`config.mk`:
```
export PLATFORM = sky130hd
export DESIGN_NAME = serial_link_data_link_tx
export DESIGN_NICKNAME = d
export VERILOG_FILES = /design/src/rtl/serial_link_pkg.sv /design/src/rtl/serial_link_credit_counter.sv /design/src/rtl/serial_link_data_link_tx.sv
export SDC_FILE = /design/constraint.sdc
export NUM_CORES = 1
export LEC_CHECK = 0
export BUFFER_PORTS_ARGS = -buffer_cell sky130_fd_sc_hd__buf_2
export CAP_MARGIN = 20
export CORE_ASPECT_RATIO = 1.5
export CORE_MARGIN = 2
export CORE_UTILIZATION = 49
export CTS_BUF_LIST = sky130_fd_sc_hd__clkbuf_4
export CTS_CLUSTER_DIAMETER = 50
export CTS_CLUSTER_SIZE = 28
export DETAILED_ROUTE_END_ITERATION = 8
export GPL_TIMING_DRIVEN = 0
export PLACE_DENSITY = 0.79
export SLEW_MARGIN = 5
export SYNTH_ARGS = -nofsm -noshare
export SYNTH_HDL_FRONTEND = slang
export SYNTH_SLANG_ARGS = --single-unit
```
`constraint.sdc`:
```
create_clock -name clk_i -period 2.6 [get_ports clk_i]
set_clock_uncertainty 0.2 [all_clocks]
set_input_delay 0.65 -clock clk_i [delete_from_list [all_inputs] [get_ports clk_i]]
set_output_delay 0.65 -clock clk_i [all_outputs]
set_load 0.02 [all_outputs]
```
`src/rtl/serial_link_pkg.sv`:
```
// Shared types and helpers for the serial-link data-link TX/RX stages.
package serial_link_pkg;

  localparam int unsigned DefaultNumLanes = 8;
  localparam int unsigned DefaultBeatWidth = 2 * DefaultNumLanes;

  // One PHY beat: two bits per lane.
  typedef logic [DefaultBeatWidth-1:0] beat_t;

  // TX framing FSM states.
  typedef enum logic [0:0] {
    TxIdle = 1'b0,
    TxSend = 1'b1
  } tx_state_e;

  // Number of beats needed to carry one payload; never less than one.
  function automatic int unsigned num_beats(input int unsigned payload_width,
                                            input int unsigned num_lanes);
    int unsigned bw;
    int unsigned nb;
    bw = 32'd2 * num_lanes;
    nb = (payload_width + bw - 32'd1) / bw;
    if (nb < 32'd1) begin
      nb = 32'd1;
    end else begin
      nb = nb;
    end
    return nb;
  endfunction

endpackage

```
`src/rtl/serial_link_credit_counter.sv`:
```
// Saturating up/down credit counter with a registered overflow pulse.
module serial_link_credit_counter
  import serial_link_pkg::*;
#(
  parameter  int unsigned NumCredits = 8,
  localparam int unsigned CntW       = $clog2(NumCredits + 1)
) (
  input  logic            clk_i,
  input  logic            rst_ni,
  input  logic            consume_i,
  input  logic            return_i,
  output logic [CntW-1:0] credits_o,
  output logic            overflow_o
);

  localparam logic [CntW-1:0] MaxCount = CntW'(NumCredits);

  logic [CntW-1:0] count_r;
  logic [CntW-1:0] count_n_s;
  logic            overflow_r;
  logic            overflow_n_s;

  // Next count: a coincident consume and return cancel out; a lone return at max saturates.
  always_comb begin
    count_n_s    = count_r;
    overflow_n_s = 1'b0;
    case ({consume_i, return_i})
      2'b10: begin
        if (count_r != {CntW{1'b0}}) begin
          count_n_s = count_r - CntW'(1);
        end else begin
          count_n_s = count_r;
        end
      end
      2'b01: begin
        if (count_r == MaxCount) begin
          overflow_n_s = 1'b1;
        end else begin
          count_n_s = count_r + CntW'(1);
        end
      end
      default: begin
        count_n_s = count_r;
      end
    endcase
  end

  // Count and overflow registers; reset reloads the full credit allotment.
  always_ff @(posedge clk_i or negedge rst_ni) begin
    if (!rst_ni) begin
      count_r    <= MaxCount;
      overflow_r <= 1'b0;
    end else begin
      count_r    <= count_n_s;
      overflow_r <= overflow_n_s;
    end
  end

  assign credits_o  = count_r;
  assign overflow_o = overflow_r;

endmodule

```
`src/rtl/serial_link_data_link_tx.sv`:
```
// Data-link TX: slices credit-gated payloads into PHY beats.
module serial_link_data_link_tx
  import serial_link_pkg::*;
#(
  parameter  int unsigned NumLanes     = 8,
  parameter  int unsigned PayloadWidth = 40,
  parameter  int unsigned NumCredits   = 8,
  localparam int unsigned BW           = 2 * NumLanes,
  localparam int unsigned CreditW      = $clog2(NumCredits + 1)
) (
  input  logic                    clk_i,
  input  logic                    rst_ni,
  input  logic [PayloadWidth-1:0] data_i,
  input  logic                    data_valid_i,
  output logic                    data_ready_o,
  output logic [BW-1:0]           phy_data_o,
  output logic                    phy_valid_o,
  input  logic                    phy_ready_i,
  input  logic                    credit_return_i,
  output logic [CreditW-1:0]      credits_o,
  output logic                    credit_overflow_o
);

  localparam int unsigned NumBeats = num_beats(PayloadWidth, NumLanes);
  localparam int unsigned PadW     = NumBeats * BW;
  localparam int unsigned BeatIdxW = (NumBeats > 1) ? $clog2(NumBeats) : 1;
  localparam logic [BeatIdxW-1:0] LastBeat = BeatIdxW'(NumBeats - 1);

  tx_state_e             state_r;
  tx_state_e             state_n_s;
  logic [BeatIdxW-1:0]   beat_r;
  logic [BeatIdxW-1:0]   beat_n_s;
  logic [PadW-1:0]       payload_r;
  logic                  load_s;
  logic                  ready_s;
  logic                  valid_s;
  logic                  credits_nz_s;
  logic [CreditW-1:0]    credits_s;
  logic [BW-1:0]         beats_s [NumBeats];

  // Payload register is zero-padded to whole beats, so the tail of the last beat reads zero.
  for (genvar g = 0; g < NumBeats; g++) begin : g_slice
    assign beats_s[g] = payload_r[g*BW +: BW];
  end

  assign credits_nz_s = (credits_s != {CreditW{1'b0}});

  // Framing FSM: a new payload may only be taken when idle or on the last-beat handshake.
  always_comb begin
    state_n_s = state_r;
    beat_n_s  = beat_r;
    load_s    = 1'b0;
    ready_s   = 1'b0;
    valid_s   = 1'b0;
    case (state_r)
      TxIdle: begin
        ready_s = credits_nz_s;
        if (data_valid_i && credits_nz_s) begin
          load_s    = 1'b1;
          beat_n_s  = {BeatIdxW{1'b0}};
          state_n_s = TxSend;
        end else begin
          state_n_s = TxIdle;
        end
      end
      TxSend: begin
        valid_s = 1'b1;
        if (phy_ready_i) begin
          if (beat_r != LastBeat) begin
            beat_n_s = beat_r + BeatIdxW'(1);
          end else begin
            ready_s = credits_nz_s;
            if (data_valid_i && credits_nz_s) begin
              load_s    = 1'b1;
              beat_n_s  = {BeatIdxW{1'b0}};
              state_n_s = TxSend;
            end else begin
              state_n_s = TxIdle;
            end
          end
        end else begin
          beat_n_s = beat_r;
        end
      end
      default: begin
        state_n_s = TxIdle;
      end
    endcase
  end

  // State, beat index and payload registers.
  always_ff @(posedge clk_i or negedge rst_ni) begin
    if (!rst_ni) begin
      state_r   <= TxIdle;
      beat_r    <= {BeatIdxW{1'b0}};
      payload_r <= {PadW{1'b0}};
    end else begin
      state_r <= state_n_s;
      beat_r  <= beat_n_s;
      if (load_s) begin
        payload_r <= PadW'(data_i);
      end else begin
        payload_r <= payload_r;
      end
    end
  end

  serial_link_credit_counter #(
    .NumCredits(NumCredits)
  ) u_credits (
    .clk_i     (clk_i),
    .rst_ni    (rst_ni),
    .consume_i (load_s),
    .return_i  (credit_return_i),
    .credits_o (credits_s),
    .overflow_o(credit_overflow_o)
  );

  assign data_ready_o = ready_s;
  assign phy_valid_o  = valid_s;
  assign phy_data_o   = beats_s[beat_r];
  assign credits_o    = credits_s;

endmodule

```
==> results.ini <==
[run_status]
status=finished clean

[floorplanning]
core_um2=4771
die_area_um2=5488
fp.dieH_um=89.74
die_w_um=61.16
ios=68
placementRows=31
initial_core_util_pct=50.33

[clock_tree]
clock-sinks=48
clkTransAtPathRegs_ns=0.16
cts_root_buf=clkbuf_4
clkLatencyLatePin_ns=0.38
cts-htree-levels=2
cts_made_buffers=5
clockBufferDepth=2
cts_tree=done

[synthesis]
syn_area_um2=2401
synth_area_per_cell_um2=13.57
yosysTopAreaCell=dfrtp_1
ys.flop_type=dfrtp_1
yosysSeqAreaShare_pct=50.08
ys_types=34
synth_xor_area_share_pct=1.094
ys_warn_count=0
yosys_register_bits=48
synthAdderAreaFrac_pct=1.876
syn_nets=225
synth_edf_count=0
synth_commonest_cells=dfrtp_1 (47), mux2_4 (28), mux2i_1 (19), mux2_2 (13), nand2_1 (13)
muxShareOfSynthArea_pct=31.53
synth_compound_area_share_pct=5.941
post-synth-top-count-cell=dfrtp_1
netlist_top_cells_area=dfrtp_1 (49%), mux2_4 (18%), mux2i_1 (7.9%), mux2_2 (6.1%), nand2_1 (2.0%)
yosys.area.top_type_share_pct=48.98
synth-simple-area-share_pct=6.253
syn_inst=177
synth_top_family_by_area=multiplexers
async_flop_share_pct=100.0

[sta]
setup_tns_ns=0
slew_viol_final=0
finalHoldViolations=0
period_share_pct=99.95
clock.fmax_mhz=384.8
fin_ws_ns=0.001287
setup_viol=0
period_minus_slack_ns=2.599
grt_setup_unrepaired=yes
maxSlewHeadroom_pct=62.12
worst_pin_slew_ns=0.5682

[pwr]
p_per_area_nw_per_um2=1270
p_leak_nw=1.416
ir_worst_vdd_uv=641.4

[critical_path]
worstPathMaxFanout=10
cp.arrival_ns=2.72
path_class=flop to flop
cp-end-kind=flop
worst-endpoint-required_ns=2.72
cp-start-kind=flop

[drt]
vias_per_cell=5.093
wl_met2_mm=2.575
detail_route.wl_per_cell_um=14.96
dr_total_vias=1635
highest_layer=met4
routed_wl_mm=4.802
first_pass_iters=4
ant_nets=0
wl_met1_mm=1.989
drt_iter0_drc=30
drc_errors=0
wl_met3_um=165

[cells_and_area]
fin_cells=321
num-fill-cells=418
drive_gt1_share_pct=53.73
area_growth_pct=23.66
multiInputGateArea_um2=1159
fin_nets=302
seq_area_um2=1206
antenna_cells=0

[grt]
grt_max_degree=49
grt_pass1_vias=1716
grt_overflow=0
grt_use_total_pct=19.11
antenna_found_initial=0
grt_pass1_wl_mm=7.921

[run]
drv_cap=0

[place]
dp_slack_ns=-0.2582
placedCellCount=309
port_buffers=66
dpl.hpwl_mm=3.534
gp_congestion=0.8099

[worst_hold_path]
hp-class=input pin to asynchronous set/reset pin

==> cell usage in the layout (no fill, tap or decap), types with 2 or more instances in the layout <==
cell         n
mux2_4      28
mux2i_1     19
o21ai_0      9
o211ai_1     3
xor2_1       2
buf_6        4
ha_4         2
nand3_1      2
dfrtp_2      3
nor2_1       9
buf_2       69
dfrtp_1     44
buf_4        3
nand2_1     13
clkbuf_1     2
clkinvlp_4   2
mux2_2      13
clkbuf_4     5
==> flip-flops by register name (all words and copies together) (netlist names) <==
register	cells
u_credits.overflow_o	1
beat_r	2
state_r	1
payload_r	40
u_credits.credits_o	4
==> cells by family (layout without fill, tap and decap cells) <==
kind of cell | Yosys count | in the layout
XOR/XNOR | 3 | 3
flip-flops | 48 | 48
buffers and inverters | 12 | 90
AO/OA/AOI/OAI | 19 | 19
adder cells (fa/ha/maj) | 3 | 3
multiplexers | 60 | 60
AND/OR/NAND/NOR | 32 | 32
==> final timing paths <==
check | startpoint | to | slack, ns | depth (start not counted)
max | u_credits.credits_o[0]$_DFFE_PN0P_ | u_credits.credits_o[3]$_DFFE_PN1P_ | 0.001 | 9
min | rst_ni | payload_r[2]$_DFFE_PN0P_ | 0.03 | 1
max reg2reg | u_credits.credits_o[0]$_DFFE_PN0P_ | u_credits.credits_o[3]$_DFFE_PN1P_ | 0.001 | 9
min reg2reg | payload_r[11]$_DFFE_PN0P_ | payload_r[11]$_DFFE_PN0P_ | 0.33 | 1
max in group asynchronous | rst_ni | u_credits.credits_o[3]$_DFFE_PN1P_ | 1.57 | 2
min in group clk_i | data_i[36] | payload_r[36]$_DFFE_PN0P_ | 0.29 | 2
==> repair_timing <==
action	CTS	global route
endpoints found under the setup margin	9	2
hold buffers	0	0
hold endpoints to repair	0	0
pin swaps	2	1
buffers inserted	2	1
gates resized for setup	2	2
==> critical path, cell delays in order (launching register included) <==
cell and delay [ns]:
dfrtp_2 0.46, o41ai_4 0.41, a21oi_2 0.07, buf_6 0.17
nand2b_4 0.18, ha_4 0.24, and3_4 0.16, or3_1 0.33
mux2i_1 0.17, xor2_1 0.16
==> through the flow <==
step / power (mW) / instance area [µm²] / utilization (%) / hold WS (ns)
2_1_floorplan: 2.858 / 2436 / - / 0.1544
3_3_place_gp: 3.334 / 2849 / 59.72 / 0.2894
3_5_place_dp: 3.399 / 2849 / 59.72 / 0.2944
4_1_cts: 3.776 / 2928 / 61.37 / 0.2712
5_1_grt: 4.044 / 2969 / 62.23 / 0.05566
6_report: 3.771 / 2969 / 62.23 / 0.03365
==> per-layer routing <==
| metal | up-vias | global-route usage [%] |
|---|---|---|
| met4 | 0 | 7.246 |
| li1 | 786 | - |
| met3 | 5 | 2.878 |
| met1 | 807 | 23.81 |
| met2 | 37 | 32.09 |
| met5 | - | 0 |
==> area by class of cell <==
type                    count  area share, %
clock buffers               5          1.264
repair buffers             70          12.81
flip-flops and latches     48          40.62
well taps                  66          2.781
clock inverters             3         0.8007
multi-input cells         117          39.02
plain buffers              11          2.571
inverters                   1         0.1264
==> where the power goes <==
group,switching (mW),internal (mW),total [mW]
logic,0.977,1.03,2.01
clock network,0.250,0.107,0.357
registers,0.272,1.13,1.40
total,1.50,2.27,3.77
Note: power is estimated with default switching activity, not from simulation.
